[config.mk]
export PLATFORM = sky130hd
export DESIGN_NAME = inv_mix_columns_flat
export DESIGN_NICKNAME = d
export VERILOG_FILES = /design/src/rtl/inv_mix_columns_if.sv /design/src/rtl/inv_mix_columns.sv /design/src/flat_wrapper.sv
export SDC_FILE = /design/constraint.sdc
export NUM_CORES = 1
export LEC_CHECK = 0
export CORE_MARGIN = 4
export CORE_UTILIZATION = 42
export DETAILED_ROUTE_END_ITERATION = 8
export GPL_ROUTABILITY_DRIVEN = 0
export HOLD_SLACK_MARGIN = 0.02
export SETUP_SLACK_MARGIN = 0.4
export SYNTH_ARGS = -nofsm -noshare
export SYNTH_HDL_FRONTEND = slang
export SYNTH_SLANG_ARGS = --single-unit
[constraint.sdc]
create_clock -name clock -period 5.6 [get_ports clock]
set_clock_uncertainty 0.2 [all_clocks]
set_input_delay 1.12 -clock clock [delete_from_list [all_inputs] [get_ports clock]]
set_output_delay 1.12 -clock clock [all_outputs]
set_load 0.05 [all_outputs]
[src/rtl/inv_mix_columns_if.sv]
// rtl/inv_mix_columns_if.sv - Byte-stream handshake bundle for inv_mix_columns
`timescale 1ns/1ps

interface inv_mix_columns_if;
    logic       in_valid;
    logic [7:0] in_byte;
    logic       in_ready;
    logic       out_valid;
    logic [7:0] out_byte;
    logic       out_ready;
    logic       out_last;

    modport master (
        output in_valid,
        output in_byte,
        input  in_ready,
        input  out_valid,
        input  out_byte,
        output out_ready,
        input  out_last
    );

    modport slave (
        input  in_valid,
        input  in_byte,
        output in_ready,
        output out_valid,
        output out_byte,
        input  out_ready,
        output out_last
    );
endinterface

[src/rtl/inv_mix_columns.sv]
// rtl/inv_mix_columns.sv - Byte-serial AES InvMixColumns; INV_MIX_COLUMNS_BYPASS_EN adds a per-column bypass port
`timescale 1ns/1ps

module inv_mix_columns (
    input  logic clock,
    input  logic reset,
`ifdef INV_MIX_COLUMNS_BYPASS_EN
    input  logic bypass,
`endif
    inv_mix_columns_if.slave bus
);

    typedef enum logic {COLLECT = 1'b0, EMIT = 1'b1} state_t;

    state_t     state;
    state_t     state_nxt;
    logic [1:0] k;
    logic [1:0] j;
    logic [7:0] acc [4];
    logic [7:0] acc_upd [4];
    logic [7:0] term [4];
    logic [7:0] x1, x2, x4, x8;
    logic       in_fire;
    logic       out_fire;
    logic       byp_now;

    function automatic logic [7:0] xtime(input logic [7:0] a);
        return {a[6:0], 1'b0} ^ (a[7] ? 8'h1b : 8'h00);
    endfunction

    assign in_fire  = bus.in_valid  && (state == COLLECT);
    assign out_fire = bus.out_ready && (state == EMIT);

`ifdef INV_MIX_COLUMNS_BYPASS_EN
    // Bypass is latched with the row-0 byte; later rows follow the latched value.
    logic byp_col;
    assign byp_now = (k == 2'd0) ? bypass : byp_col;

    always_ff @(posedge clock) begin
        if (reset) begin
            byp_col <= 1'b0;
        end else if (in_fire && (k == 2'd0)) begin
            byp_col <= bypass;
        end
    end
`else
    assign byp_now = 1'b0;
`endif

    // term[n] = c[n] * a_k with c = {0E, 0B, 0D, 09}, built from xtime chains
    always_comb begin
        x1      = bus.in_byte;
        x2      = xtime(x1);
        x4      = xtime(x2);
        x8      = xtime(x4);
        term[0] = x8 ^ x4 ^ x2;
        term[1] = x8 ^ x2 ^ x1;
        term[2] = x8 ^ x4 ^ x1;
        term[3] = x8 ^ x1;
    end

    always_comb begin
        logic [1:0] ci;
        ci = 2'd0;
        for (int i = 0; i < 4; i++) begin
            ci = k - 2'(i);
            if (byp_now) begin
                acc_upd[i] = (k == 2'(i)) ? x1 : acc[i];
            end else begin
                acc_upd[i] = acc[i] ^ term[ci];
            end
        end
    end

    always_ff @(posedge clock) begin
        if (reset) begin
            k <= 2'd0;
            j <= 2'd0;
            for (int i = 0; i < 4; i++) acc[i] <= 8'h00;
        end else if (in_fire) begin
            k <= k + 2'd1;
            for (int i = 0; i < 4; i++) acc[i] <= acc_upd[i];
        end else if (out_fire) begin
            j <= j + 2'd1;
            if (j == 2'd3) begin
                k <= 2'd0;
                for (int i = 0; i < 4; i++) acc[i] <= 8'h00;
            end
        end
    end

    always_ff @(posedge clock) begin
        if (reset) begin
            state <= COLLECT;
        end else begin
            state <= state_nxt;
        end
    end

    always_comb begin
        state_nxt = state;
        case (state)
            COLLECT: if (in_fire && (k == 2'd3))  state_nxt = EMIT;
            EMIT:    if (out_fire && (j == 2'd3)) state_nxt = COLLECT;
            default: state_nxt = COLLECT;
        endcase
    end

    always_comb begin
        bus.in_ready  = (state == COLLECT);
        bus.out_valid = (state == EMIT);
        bus.out_last  = (state == EMIT) && (j == 2'd3);
        bus.out_byte  = (state == EMIT) ? acc[j] : 8'h00;
    end

endmodule
[src/flat_wrapper.sv]
// flat-port wrapper written by rule: the top's interface ports become plain ports
module inv_mix_columns_flat 
  (clock, reset, bus_in_valid, bus_in_byte, bus_in_ready, bus_out_valid, bus_out_byte, bus_out_ready, bus_out_last);
  inv_mix_columns_if bus_i ();
  input  logic clock;
  input  logic reset;
  input wire logic [$bits(bus_i.in_valid)-1:0] bus_in_valid;
  input wire logic [$bits(bus_i.in_byte)-1:0] bus_in_byte;
  output wire logic [$bits(bus_i.in_ready)-1:0] bus_in_ready;
  output wire logic [$bits(bus_i.out_valid)-1:0] bus_out_valid;
  output wire logic [$bits(bus_i.out_byte)-1:0] bus_out_byte;
  input wire logic [$bits(bus_i.out_ready)-1:0] bus_out_ready;
  output wire logic [$bits(bus_i.out_last)-1:0] bus_out_last;
  assign bus_i.in_valid = bus_in_valid;
  assign bus_i.in_byte = bus_in_byte;
  assign bus_in_ready = bus_i.in_ready;
  assign bus_out_valid = bus_i.out_valid;
  assign bus_out_byte = bus_i.out_byte;
  assign bus_i.out_ready = bus_out_ready;
  assign bus_out_last = bus_i.out_last;
  inv_mix_columns u_core (.clock(clock), .reset(reset), .bus(bus_i));
endmodule
==> results of run 1 <==
sequential cells by signal, indices dropped and copies added, names as in the netlist, named ones only:
name	count
u_core.bus.out_valid	1
u_core.k	2
u_core.acc	32
u_core.j	2
per-stage QoR:
| stage | setup WS, ps | hold slack (ps) |
|---|---|---|
| finish | 1716 | 293.6 |
| global route | 1580 | 320.9 |
| CTS | 1656 | 294.6 |
| detailed placement | 1512 | 278.1 |
| global placement | 1529 | 266.3 |
| floorplan | 2590 | 248.8 |
Yosys cell counts, types with 4 or more instances:
| master | n |
|---|---|
| a21oi_1 | 30 |
| and2_1 | 9 |
| buf_2 | 12 |
| buf_4 | 4 |
| buf_6 | 4 |
| clkbuf_1 | 12 |
| dfxtp_1 | 23 |
| edfxtp_1 | 16 |
| inv_1 | 5 |
| mux2_2 | 4 |
| mux2i_1 | 15 |
| mux4_2 | 8 |
| nand2_1 | 30 |
| nand2b_1 | 7 |
| nand3_1 | 4 |
| nor2_1 | 49 |
| nor2b_1 | 4 |
| o211ai_1 | 7 |
| o21ai_0 | 11 |
| o22ai_1 | 4 |
| or3_1 | 8 |
| xnor2_1 | 39 |
| xor2_1 | 33 |
per-layer routing:
layer	global-route usage, %	vias up	part of all wire [%]
met1	23.42	1265	45
met5	0	-	0
met3	3.015	9	4.4
met4	3.676	0	1.1
met2	31.56	60	49
li1	-	1350	-
cell families (layout without fill, tap and decap cells):
group | after synthesis | in the layout
buffers and inverters | 44 | 40
AND/OR/NAND/NOR | 124 | 124
flip-flops | 39 | 39
AO/OA/AOI/OAI | 75 | 75
multiplexers | 28 | 28
adder cells (fa/ha/maj) | 2 | 2
XOR/XNOR | 82 | 82
power by group:
group          total, mW  internal (mW)  switching, mW
registers          0.366          0.340         0.0265
clock network      0.226          0.115          0.111
logic              0.383          0.178          0.206
worst paths after layout:
kind | slack (ps) | end | cells after the start
max reg2reg | 2040 | u_core.acc[3][0]$_SDFFE_PP0P_ | 8
max | 1720 | u_core.acc[2][3]$_SDFFCE_PN0P_ | 7
min | 290 | u_core.acc[3][3]$_SDFFE_PP0P_ | 2
min reg2reg | 290 | u_core.acc[3][3]$_SDFFE_PP0P_ | 2
worst min-delay path, delay by kind of cell (launching register included):
family | cells | cell delay, ps
AO/OA/AOI/OAI | 2 | 130
flip-flops | 1 | 320
layout make-up:
type | count | share of cell area, %
Sequential cell | 39 | 24.96
Clock inverter | 2 | 0.3651
Multi-Input combinational cell | 311 | 61.37
Timing Repair Buffer | 27 | 6.837
Inverter | 5 | 0.4978
Clock buffer | 6 | 2.489
Tap cell | 105 | 3.485
==> impl_metrics.ini, run 1 <==
[timing]
finalSetupTns_ps = 0
hold_viol_final = 0
fin_crit_sh_pct = 69.36
tightestPinTransition_ps = 1012
drv_slew = 0
max_slew_margin_pct = 32.51
fmax_mhz = 257.5
layout_min_cycle_time_ps = 3884
rsz0062_at_grt = no
setup_viol = 0

[power_and_ir_drop]
total_power_mw = 0.9762
ir_worst_vdd_uv = 122.7
powerDensity_nw_per_um2 = 258.9
p_leak_nw = 1.422

[clocking]
cts_resized = 0
post-cts-setup-buffers = 0
cts_buffer_depth = 2
cts_buffers = 5
clkSinkCount = 39
clkLatencyLatePin_ps = 310
clkTransAtPathRegs_ps = 90
h-tree-depth = 2
tritoncts = done
cts_hold_buf = 0
ctsRootBufferMaster = clkbuf_8

[routing]
wire_per_inst_um = 17.06
postRouteAntennaNets = 0
initialDrtViolationCount = 220
route.detailed.drc = 0
drt-vias-per-instance = 5.422
wl_mm = 8.447
drtPass1Iterations = 5
num_vias = 2684

[hold_path]
hold_class = flop to flop
hold_path_startpoint = u_core.acc[3][3]$_SDFFE_PP0P_

[synth]
yosys-top-cells-area = edfxtp_1 14%, dfxtp_1 13%, xnor2_1 9.7%, xor2_1 8.2%, nor2_1 5.2%
synth_edf_count = 16
synthesis.area_sq_um = 3515
yosys.area.top_type_share_pct = 13.67
muxShareOfSynthArea_pct = 11.11
synth_top_area_cell = edfxtp_1
yosysSeqAreaShare_pct = 26.77
synthArstFlopShare_pct = 0
synthAdderAreaFrac_pct = 0.7120
synth_top_family_by_area = XOR/XNOR gates
yosys.area_share.xor_xnor_pct = 24.10
syn_inst = 394
synth_compound_area_share_pct = 13.46
ys.flop_type = dfxtp_1
synthSimpleGateAreaFrac_pct = 16.45
ys_types = 59
ys_ff_latch = 39
syn_nets = 408
ys_warn_count = 0
syn_avg_cell_area_sq_um = 8.920

[die]
core_area_sq_um = 8175
ios = 23
die_width_um = 99.48
die-area_sq_um = 9895
dieHeight_um = 99.48
num_rows = 33
start_util_pct = 42.99

[cells_and_area]
final_cells = 495
nets = 403
syn_to_final_growth_pct = 7.262
drive_above_1_share_pct = 8.974
fillerInstances = 806
fin_util_pct = 46.11
fin_area_sq_um = 3770
final_cell_mix = 49 x nor2_1, 39 x xnor2_1, 33 x xor2_1
antenna_cells = 0
seq_area_sq_um = 940.9
layout_commonest_cell = nor2_1
multi_input_area_sq_um = 2313

[critical_path]
crit_slowest_cell = clkdlybuf4s50_1
endpoint_kind = flop
r2r_start = u_core.k[0]$_SDFFE_PP0P_
crit_chain = clkdlybuf4s50_1 > xnor3_1 > xor2_1 > or3_1 > o211ai_1 > o311ai_0 > o41ai_1
crit_type = input pin to flop
path_max_fanout = 15
cp_data_required_time_ps = 5440
worstPathArrival_ps = 3730
critPathMaxStageDelay_ps = 970
startpoint = bus_in_byte[5]
critPathBufInv = 1
critical_path.top_delay_family = buffers and inverters
start_kind = input pin

[grt]
grt_pass1_vias = 2699
antenna_found_initial = 0
grtUsageTotal_pct = 18.02
grt_overflow = 0
grt_pass1_wl_mm = 14.15
grt_max_degree = 48

[place]
dp_cells = 487
placed_area_sq_um = 3662
dpl.hpwl_mm = 5.791
io_buffers = 22

[flow_run]
maxCapViolations = 0

[status]
status = complete, no violations
No activity file was read; power rests on OpenSTA's default activity.
==> run 2: changes to the inputs <==
==> constraint.sdc (replaced) <==
create_clock -name clock -period 3.9 [get_ports clock]
set_clock_uncertainty 0.2 [all_clocks]
set_input_delay 0.78 -clock clock [delete_from_list [all_inputs] [get_ports clock]]
set_output_delay 0.78 -clock clock [all_outputs]
set_load 0.05 [all_outputs]
==> impl_metrics.ini, run 2 (synthesis gave the netlist of run 1 again) <==
[timing]
layout_min_cycle_time_ps = 3254
tightestPinTransition_ps = 758.0
fin_crit_sh_pct = 83.44
fmax_mhz = 307.3
max_slew_margin_pct = 49.47
hold_viol_final = 0
rsz0062_at_grt = no
finalSetupTns_ps = 0
setup_viol = 0
drv_slew = 0

[critical_path]
crit_type = flop to output port
start_kind = flop
crit_slowest_cell = clkdlybuf4s50_1
worstPathArrival_ps = 2270
critPathMaxStageDelay_ps = 690
critical_path.top_delay_family = buffers and inverters
path_max_fanout = 8
r2r_start = u_core.k[0]$_SDFFE_PP0P_
endpoint_kind = output port
crit_chain = mux4_2 > and2_1 > clkdlybuf4s50_1
cp_data_required_time_ps = 2920
critPathBufInv = 1

[routing]
wl_mm = 8.577
postRouteAntennaNets = 0
drtPass1Iterations = 5
initialDrtViolationCount = 115
route.detailed.drc = 0
wire_per_inst_um = 16.98
drt-vias-per-instance = 5.533
num_vias = 2794

[clocking]
cts_resized = 0
cts_buffers = 5
post-cts-setup-buffers = 0
tritoncts = done
clkSinkCount = 39
clkLatencyLatePin_ps = 300
cts_hold_buf = 0
cts_buffer_depth = 2
clkTransAtPathRegs_ps = 80
h-tree-depth = 2
ctsRootBufferMaster = clkbuf_8

[place]
dpl.hpwl_mm = 5.969
io_buffers = 22

[cells_and_area]
fin_util_pct = 47.09
final_cell_mix = 49 x nor2_1, 39 x xnor2_1, 33 x xor2_1
top_regs = u_core.acc x32, u_core.j x2, u_core.k x2
antenna_cells = 0
largest_register_ffs = 32
layout_commonest_cell = nor2_1
nets = 413
drive_above_1_share_pct = 11.25
regMostFlops = u_core.acc
syn_to_final_growth_pct = 9.541

[die]
core_area_sq_um = 8175
die-area_sq_um = 9895
dieHeight_um = 99.48
ios = 23
num_rows = 33
start_util_pct = 42.99
die_width_um = 99.48

[grt]
grt_max_degree = 47
grt_pass1_wl_mm = 14.15
antenna_found_initial = 0
grt_overflow = 0
grt_pass1_vias = 2770
grtUsageTotal_pct = 18.19

[status]
status = complete, no violations

[power_and_ir_drop]
p_leak_nw = 1.474
ir_worst_vdd_uv = 228.3
powerDensity_nw_per_um2 = 371.2

[hold_path]
hold_class = flop to flop
hold_path_startpoint = u_core.j[1]$_SDFFE_PP0P_

[flow_run]
maxCapViolations = 0
==> run 2: cell type report <==
| type | instances | area [sq um] |
|---|---|---|
| clock buffer | 7 | 107.6 |
| tap | 105 | 131.4 |
| sequential | 39 | 940.9 |
| fill | 826 | 4325 |
| timing repair buffer | 37 | 332.8 |
| clock inverter | 1 | 5.005 |
| multi-input combinational | 311 | 2313 |
| inverter | 5 | 18.77 |
==> run 2: final timing paths <==
path	to	slack (ps)	depth (start not counted)
worst min register to register	u_core.j[1]$_SDFFE_PP0P_	280	2
worst min-delay path	u_core.j[1]$_SDFFE_PP0P_	280	2
worst max register to register	u_core.acc[3][7]$_SDFFE_PP0P_	1260	7
worst max-delay path	bus_out_byte[3]	650	3
==> run 2: power by group <==
part / switching [mW] / total (mW) / internal, mW
Combinational: 0.299 / 0.562 / 0.263
Clock: 0.160 / 0.342 / 0.182
Sequential: 0.0376 / 0.526 / 0.488
Total: 0.496 / 1.43 / 0.933
==> run 2: stage by stage <==
stage	instance area [sq um]	hold slack (ps)	total power, mW	instances	worst slack, ps
after floorplan	3515	248.8	0.9898	394	1230
after global placement	3737	264.2	1.085	497	512.5
after detailed placement	3737	276.8	1.091	497	510.2
after CTS	3850	287.5	1.432	505	631.3
after global routing	3850	322.9	1.517	505	588.1
final	3850	281.6	1.429	505	645.7
==> run 2: worst min-delay path, cell delays in order, from the launching register on <==
cell     delay [ps]
dfxtp_1         320
nand2_1          50
a21oi_1          60
==> run 2: layer usage <==
layer	global-route usage (%)	share of wire, %	wire length [um]	vias to the layer above
li1	-	-	-	1372
met1	22.70	45	3871	1365
met2	32.95	51	4395	45
met3	2.525	2.3	194	12
met4	4.517	1.4	116	0
met5	0	0	0	-
==> run 3: changes to the inputs <==
==> constraint.sdc (replaced) <==
create_clock -name clock -period 2.6 [get_ports clock]
set_clock_uncertainty 0.2 [all_clocks]
set_input_delay 0.52 -clock clock [delete_from_list [all_inputs] [get_ports clock]]
set_output_delay 0.52 -clock clock [all_outputs]
set_load 0.05 [all_outputs]
==> impl_metrics.ini, run 3 (synthesis gave the netlist of run 1 again) <==
[status]
status = complete, no violations

[grt]
grt_max_degree = 29
grt_overflow = 0
antenna_found_initial = 0
grtUsageTotal_pct = 18.81
grt_pass1_wl_mm = 14.79
grt_pass1_vias = 2825

[timing]
max_slew_margin_pct = 67.43
finalSetupTns_ps = 0
fin_crit_sh_pct = 89.46
setup_viol = 0
setup_slack_ps = 274.1
rsz0062_at_grt = yes
drv_slew = 0
layout_min_cycle_time_ps = 2326
tightestPinTransition_ps = 490.4
fmax_mhz = 429.9
hold_viol_final = 0
holdWs_ps = 288.5

[hold_path]
hold_class = flop to flop

[power_and_ir_drop]
p_switching_mw = 0.7912
total_power_mw = 2.316
p_clk_share_pct = 20.2
pwr-share-seq_pct = 34.3
internal_power_mw = 1.525
combPwrFrac_pct = 45.6
ir_worst_vdd_uv = 306.0
sw_frac_of_total_pct = 34.16
powerDensity_nw_per_um2 = 508.3
p_leak_nw = 1.850

[die]
core_area_sq_um = 8175
ios = 23
die-area_sq_um = 9895
start_util_pct = 42.99
die_width_um = 99.48
dieHeight_um = 99.48
num_rows = 33

[critical_path]
worstPathArrival_ps = 1610
crit_chain = buf_12 > mux4_2 > and2_4 > buf_6
start_kind = flop
crit_type = flop to output port
cp_data_required_time_ps = 1880
r2r_slack_ps = 450
critPathMaxStageDelay_ps = 510
path_max_fanout = 8
reg2regPathDepth = 8
endpoint = bus_out_byte[2]
worstReg2RegEnd = u_core.acc[3][7]$_SDFFE_PP0P_
endpoint_kind = output port
crit_slowest_cell = mux4_2
r2r_start = u_core.k[0]$_SDFFE_PP0P_

[routing]
wire_per_inst_um = 16.42
num_vias = 2964
drt-vias-per-instance = 5.350
initialDrtViolationCount = 139
postRouteAntennaNets = 0
route.detailed.drc = 0
drtPass1Iterations = 4
wl_mm = 9.098

[cells_and_area]
top_regs = u_core.acc x32, u_core.j x2, u_core.k x2
fin_area_sq_um = 4556
final_cells = 554
syn_to_final_growth_pct = 29.62
final_cell_mix = 50 x buf_4, 46 x nor2_1, 32 x xnor2_1
fin_util_pct = 55.72
regMostFlops = u_core.acc
largest_register_ffs = 32
antenna_cells = 0
drive_above_1_share_pct = 33.18
layout_commonest_cell = buf_4
nets = 462

[place]
dp_cells = 534
dpl.hpwl_mm = 6.444
placed_area_sq_um = 4044
io_buffers = 22
preCtsSetupSlack_ps = -359.8

[flow_run]
maxCapViolations = 0

[clocking]
ctsRootBufferMaster = clkbuf_8
cts_hold_buf = 0
clkLatencyLatePin_ps = 290
clkTransAtPathRegs_ps = 80
cts_buffers = 5
h-tree-depth = 2
tritoncts = done
clkSinkCount = 39
cts_buffer_depth = 2
run 3: cell count changes in the layout (fill, tap and decap cells not counted), moves of 7 or more:
| cell | change |
|---|---|
| clkdlybuf4s50_1 | -19 |
| xnor2_1 | -7 |
| and2_4 | +8 |
| buf_6 | +17 |
| and2_1 | -8 |
| buf_4 | +35 |
run 3: worst min path at each step:
| stage | slack (ps) | endpoint | from | cells after the start |
|---|---|---|---|---|
| after floorplan | 250 | flop | u_core.j[1]$_SDFFE_PP0P_ | 2 |
| after detailed placement | 270 | u_core.j[1]$_SDFFE_PP0P_ | u_core.j[1]$_SDFFE_PP0P_ | 2 |
| after global routing | 320 | flop | u_core.j[1]$_SDFFE_PP0P_ | 2 |
| final | 290 | flop | u_core.j[1]$_SDFFE_PP0P_ | 2 |
| after global placement | 260 | u_core.acc[0][0]$_SDFFE_PP0P_ | u_core.acc[0][0]$_SDFFE_PP0P_ | 2 |
| after CTS | 280 | flop | u_core.j[1]$_SDFFE_PP0P_ | 2 |
run 3: power by group through the flow:
stage          Sequential, mW  Combinational [mW]  Clock (mW)
2_1_floorplan           0.786               0.716           0
6_report                0.794                1.06       0.467
3_3_place_gp            0.801               0.923           0
3_5_place_dp            0.806               0.932           0
5_1_grt                 0.803                1.17       0.512
4_1_cts                 0.794               0.993       0.480
run 3: repair_timing:
| action | CTS | global route |
|---|---|---|
| buffers inserted | 6 | 4 |
| gates resized for setup | 62 | 43 |
| gates cloned | 1 | 1 |
| pin swaps | 17 | 18 |
| setup endpoints to repair | 43 | 28 |
run 3: cell type report:
cell class | count | area [sq um]
clock buffer | 8 | 101.3
fill | 724 | 3620
inverter | 5 | 18.77
multi-input combinational | 311 | 2536
sequential | 39 | 952.2
tap | 105 | 131.4
timing repair buffer | 86 | 815.8
run 3: worst max-delay path, delay by kind of cell (launching register included):
family | cells | cell delay (ps)
buffers and inverters | 2 | 280
and+or+nand+nor | 1 | 170
DFF | 1 | 340
muxes | 1 | 510
run 3: routing by layer:
layer	part of all wire, %	vias up	routed length [um]	GRT usage [%]
li1	-	1464	-	-
met1	44	1401	3960	25.42
met2	50	83	4512	31.77
met3	4.9	16	445	3.086
met4	2.0	0	179	3.992
met5	0	-	0	0
